`src/rtl/ahb_burst_master.sv`:
```
// rtl/ahb_burst_master.sv - AHB-Lite burst master turning one command into a pipelined burst
module ahb_burst_master (
  input  logic        hclk,
  input  logic        hrst_n,
  input  logic        cmd_valid,
  output logic        cmd_ready,
  input  logic        cmd_write,
  input  logic [31:0] cmd_addr,
  input  logic [2:0]  cmd_burst,
  input  logic [2:0]  cmd_size,
  input  logic [3:0]  cmd_len,
  input  logic [31:0] wr_data,
  output logic        wr_pop,
  output logic [31:0] rd_data,
  output logic        rd_valid,
  output logic        done,
  output logic        err,
  output logic [1:0]  htrans,
  output logic [31:0] haddr,
  output logic [2:0]  hburst,
  output logic [2:0]  hsize,
  output logic        hwrite,
  output logic [31:0] hwdata,
  input  logic        hready,
  input  logic [1:0]  hresp,
  input  logic [31:0] hrdata
);

  typedef enum logic [1:0] {IDLE, BUS, LAST} state_t;

  localparam logic [1:0] HT_IDLE   = 2'b00;
  localparam logic [1:0] HT_NONSEQ = 2'b10;
  localparam logic [1:0] HT_SEQ    = 2'b11;

  state_t      state, state_n;
  logic [3:0]  beats_left;   // address phases still to issue after the current one
  logic        dphase;       // a data phase is outstanding on the bus
  logic        err_seen;
  logic        accept;
  logic        err_hit;
  logic [2:0]  sz_c;
  logic [31:0] addr_c;
  logic [3:0]  beats_c;
  logic [31:0] incr;
  logic [31:0] wrap_mask;
  logic [31:0] addr_sum;
  logic [31:0] addr_next;
  logic        is_wrap;

  assign cmd_ready = (state == IDLE);
  // A beat is taken by the slave whenever an active transfer meets hready.
  assign accept    = (state == BUS) && htrans[1] && hready;
  // First cycle of a two-cycle error response; the remaining beats are dropped here.
  assign err_hit   = dphase && !hready && (hresp != 2'b00);
  // The FWFT word is consumed on the same edge that hwdata captures it.
  assign wr_pop    = accept && hwrite;

  // Command decode: clamp size, align start address, derive beat count minus one.
  always_comb begin
    sz_c   = (cmd_size > 3'd2) ? 3'd2 : cmd_size;
    addr_c = cmd_addr;
    if (sz_c == 3'd1) addr_c[0] = 1'b0;
    if (sz_c == 3'd2) addr_c[1:0] = 2'b00;
    case (cmd_burst[2:1])
      2'b00:   beats_c = cmd_burst[0] ? (cmd_len - 4'd1) : 4'd0;
      2'b01:   beats_c = 4'd3;
      2'b10:   beats_c = 4'd7;
      default: beats_c = 4'd15;
    endcase
  end

  // Next beat address: linear increment, folded into the wrap block for WRAPn.
  always_comb begin
    incr    = 32'd1 << hsize;
    is_wrap = !hburst[0] && (hburst[2:1] != 2'b00);
    case (hburst[2:1])
      2'b01:   wrap_mask = (incr << 2) - 32'd1;
      2'b10:   wrap_mask = (incr << 3) - 32'd1;
      default: wrap_mask = (incr << 4) - 32'd1;
    endcase
    addr_sum  = haddr + incr;
    addr_next = is_wrap ? ((haddr & ~wrap_mask) | (addr_sum & wrap_mask)) : addr_sum;
  end

  // State register.
  always_ff @(posedge hclk or negedge hrst_n) begin
    if (!hrst_n) state <= IDLE;
    else         state <= state_n;
  end

  // Next-state decode.
  always_comb begin
    state_n = state;
    case (state)
      IDLE:    if (cmd_valid) state_n = BUS;
      BUS:     if (err_hit || (accept && (beats_left == 4'd0))) state_n = LAST;
      LAST:    if (hready) state_n = IDLE;
      default: state_n = IDLE;
    endcase
  end

  // Bus outputs, beat bookkeeping, read return and completion.
  always_ff @(posedge hclk or negedge hrst_n) begin
    if (!hrst_n) begin
      htrans     <= HT_IDLE;
      haddr      <= 32'd0;
      hburst     <= 3'd0;
      hsize      <= 3'd0;
      hwrite     <= 1'b0;
      hwdata     <= 32'd0;
      rd_data    <= 32'd0;
      rd_valid   <= 1'b0;
      done       <= 1'b0;
      err        <= 1'b0;
      beats_left <= 4'd0;
      dphase     <= 1'b0;
      err_seen   <= 1'b0;
    end else begin
      done     <= 1'b0;
      err      <= 1'b0;
      rd_valid <= 1'b0;
      if (hready) dphase <= accept;
      if (hready && dphase && !hwrite && (hresp == 2'b00)) begin
        rd_valid <= 1'b1;
        rd_data  <= hrdata;
      end
      case (state)
        IDLE: begin
          if (cmd_valid) begin
            haddr      <= addr_c;
            hburst     <= cmd_burst;
            hsize      <= sz_c;
            hwrite     <= cmd_write;
            htrans     <= HT_NONSEQ;
            beats_left <= beats_c;
            err_seen   <= 1'b0;
          end
        end
        BUS: begin
          if (err_hit) begin
            htrans   <= HT_IDLE;
            err_seen <= 1'b1;
          end else if (accept) begin
            if (hwrite) hwdata <= wr_data;
            if (beats_left == 4'd0) begin
              htrans <= HT_IDLE;
            end else begin
              haddr      <= addr_next;
              // Incrementing bursts restart with NONSEQ when they cross into a new 1 KB page.
              htrans     <= (!is_wrap && (addr_next[9:0] == 10'd0)) ? HT_NONSEQ : HT_SEQ;
              beats_left <= beats_left - 4'd1;
            end
          end
        end
        LAST: begin
          if (err_hit) err_seen <= 1'b1;
          if (hready) begin
            done <= 1'b1;
            err  <= err_seen || (hresp != 2'b00);
          end
        end
        default: ;
      endcase
    end
  end

endmodule

```
`config.mk`:
```
export PLATFORM = sky130hd
export DESIGN_NAME = ahb_burst_master
export DESIGN_NICKNAME = d
export VERILOG_FILES = /design/src/rtl/ahb_burst_master.sv
export SDC_FILE = /design/constraint.sdc
export NUM_CORES = 1
export LEC_CHECK = 0
export ABC_AREA = 1
export CAP_MARGIN = 20
export CORE_MARGIN = 1
export CORE_UTILIZATION = 43
export CTS_BUF_LIST = sky130_fd_sc_hd__clkbuf_2
export CTS_CLUSTER_DIAMETER = 50
export DETAILED_ROUTE_END_ITERATION = 8
export HOLD_SLACK_MARGIN = 0.08
export PLACE_DENSITY = 0.79
export SYNTH_ARGS = -nofsm -noshare
export SYNTH_HDL_FRONTEND = slang
export SYNTH_SLANG_ARGS = --single-unit
```
`constraint.sdc`:
```
create_clock -name hclk -period 2.27 [get_ports hclk]
set_input_delay 0.454 -clock hclk [delete_from_list [all_inputs] [get_ports hclk]]
set_output_delay 0.454 -clock hclk [all_outputs]
set_load 0.01 [all_outputs]
```
==> results.cfg <==
[flow_run]
drv_cap = 0

[placed_design]
dp_slack_ns = -0.183
io_buffers = 222
dp_hpwl_um = 16500
place_area_um2 = 9670
globalplace.congestion = 0.944
dp_cells = 1439

[sta]
finalHoldViolations = 0
tightestPinTransition_ns = 0.761
slew_violations = 0
finalCritPeriodShare_pct = 101
fmax_ghz = 0.436
fin_setup_tns_ns = -0.0906
min_period_ns = 2.30
final-setup-viol-count = 5
slew_headroom_pct = 48.9
skew_ns = 0.0513
setup_ws_ns = -0.0253
rsz0062_at_grt = yes
whs_ns = 0.182

[setup_path]
critPathMaxFanout = 7
endpoint_kind = flip-flop
criticalPathCategory = flip-flop to flip-flop
critPathLaunchType = flip-flop
critPathRequiredTime_ns = 2.91
cp.arrival_ns = 2.94

[floorplan]
die-area_um2 = 16200
rows = 45
start_util_pct = 44.1
die_w_um = 127
io_pins = 223
coreArea_um2 = 15300
die_h_um = 127

[synth]
yosysTopAreaCellShare_pct = 43.1
synth.area.top_cells = dfrtp_1 (43%), nand2_1 (23%), inv_1 (5.6%)
yosysUniqueCellTypes = 41
syn_inst = 964
synth_top_cells_by_count = nand2_1 (420), dfrtp_1 (116), inv_1 (100)
synth_area_um2 = 6730
async_flop_share_pct = 100
yosysSeqAreaShare_pct = 43.1
ys_ff_latch = 116
synth_top_cell_by_area = dfrtp_1
yosys_warnings = 0
synth_nets = 1098
syn_area_per_cell_um2 = 6.98
synth_ff_type = dfrtp_1
synth.most_common_cell = nand2_1
synth-edff-count = 0

[clock_network]
h-tree-depth = 4
cts_max_path_buffers = 2
cts_tree = yes
cts_buffers = 17
clk_pin_slew_ns = 0.27
root_buffer = clkbuf_2
cts.sinks = 116
clock_latency_ns = 0.74

[cells_and_area]
fin_util_pct = 70.7
final_cells = 1518
final_nets = 1427
final_area_um2 = 10800
nFillCells = 1190
drive_above_1_share_pct = 20.6
syn_to_final_growth_pct = 60.4

[grt]
grt_first_pass_wirelength_um = 35000
grt_pass1_vias = 7186
antenna_found_initial = 1
grt_overflow = 0
track_usage_pct = 27.9
grt_start_max_net_pins = 40

[detailed_routing]
first_pass_iters = 6
routed_wl_um = 23400
num_vias = 7722
routedWlPerCell_um = 15.4
drc_errors = 0
ant_nets = 0
drtIter0Drc = 577
viasPerCell = 5.09

[run_status]
violations = setup timing
status = finished, violations left

[power_and_ir_drop]
vdd_drop_max_v = 0.000849
power_density_nw_per_um2 = 1340
p_leak_nw = 5.45
finalPower_mw = 14.5

[worst_hold_path]
holdCritPathClass = input pin to asynchronous set/reset pin
[path summary, 6_finish.rpt]
kind	from	end	slack [ns]	cells after the start
min in group hclk	wr_data[6]	hwdata[6]	0.20	3
max in group asynchronous	hrst_n	rd_data[12]	1.42	3
worst max register to register	hsize[1]	flip-flop	-0.03	17
worst max-delay path	hsize[1]	flip-flop	-0.03	17
worst min register to register	rd_data[17]	rd_data[17]	0.49	2
worst min-delay path	hrst_n	hwdata[6]	0.18	2
[cell families after synthesis]
group | synth area share [%]
simple gates | 34.1
compound gates | 10.0
buf+inv | 7.72
fa+ha+maj | 4.02
xor+xnor | 1.04
flops | 43.1
[layout by cell type (no fill, tap or decap), types with 15 or more instances in the layout]
master	count
nand2_2	29
clkbuf_2	17
dlymetal6s2s_1	16
nor2_1	52
inv_1	91
a21oi_1	30
nand2_1	384
o21ai_1	18
dfrtp_1	101
nand3_1	40
o21ai_0	21
clkdlybuf4s50_1	197
dfrtp_2	15
buf_4	103
[critical path: stages, from the launching register on]
cell      delay (ns)
dfrtp_2         0.51
inv_2           0.09
nand2_2         0.10
nor2_4          0.05
buf_6           0.11
fa_2            0.34
nand3_2         0.11
nand3_4         0.09
nand2_2         0.10
nand2_2         0.08
nand2_2         0.10
nand2_4         0.08
buf_6           0.13
nand2_1         0.05
nand2_1         0.05
nand2_1         0.07
nand2_1         0.05
a21boi_1        0.12
[power by group]
group	internal, mW	total [mW]	switching, mW
registers	3.00	3.71	0.709
clock network	0.450	1.46	1.01
logic	4.37	9.32	4.95
[repair_timing]
action                                  in CTS  in global routing
pin swaps                                    4                 43
cloned                                       0                  0
gates resized for setup                     49                135
hold buffers                                 1                  0
hold endpoints to repair                    63                  0
setup buffers                               14                 31
endpoints found under the setup margin      47                 56
[per-layer routing]
metal	routed length (µm)	part of all wire [%]	track usage, %
met1	9420	40	34.3
met2	11500	49	46.4
met3	1970	8.4	8.21
met4	537	2.3	10.2
met5	0	0	0
[final cells by class]
| class | instances | area, µm² | area share, % |
|---|---|---|---|
| Clock inverter | 15 | 158 | 1.46 |
| Clock buffer | 17 | 85.1 | 0.789 |
| Multi-Input combinational cell | 715 | 3770 | 34.9 |
| Antenna cell | 1 | 2.50 | 0.0232 |
| Timing Repair Buffer | 336 | 3180 | 29.5 |
| Inverter | 107 | 409 | 3.79 |
| Sequential cell | 116 | 2920 | 27.1 |
| Tap cell | 211 | 264 | 2.45 |
No activity file was read; power rests on OpenSTA's default activity.
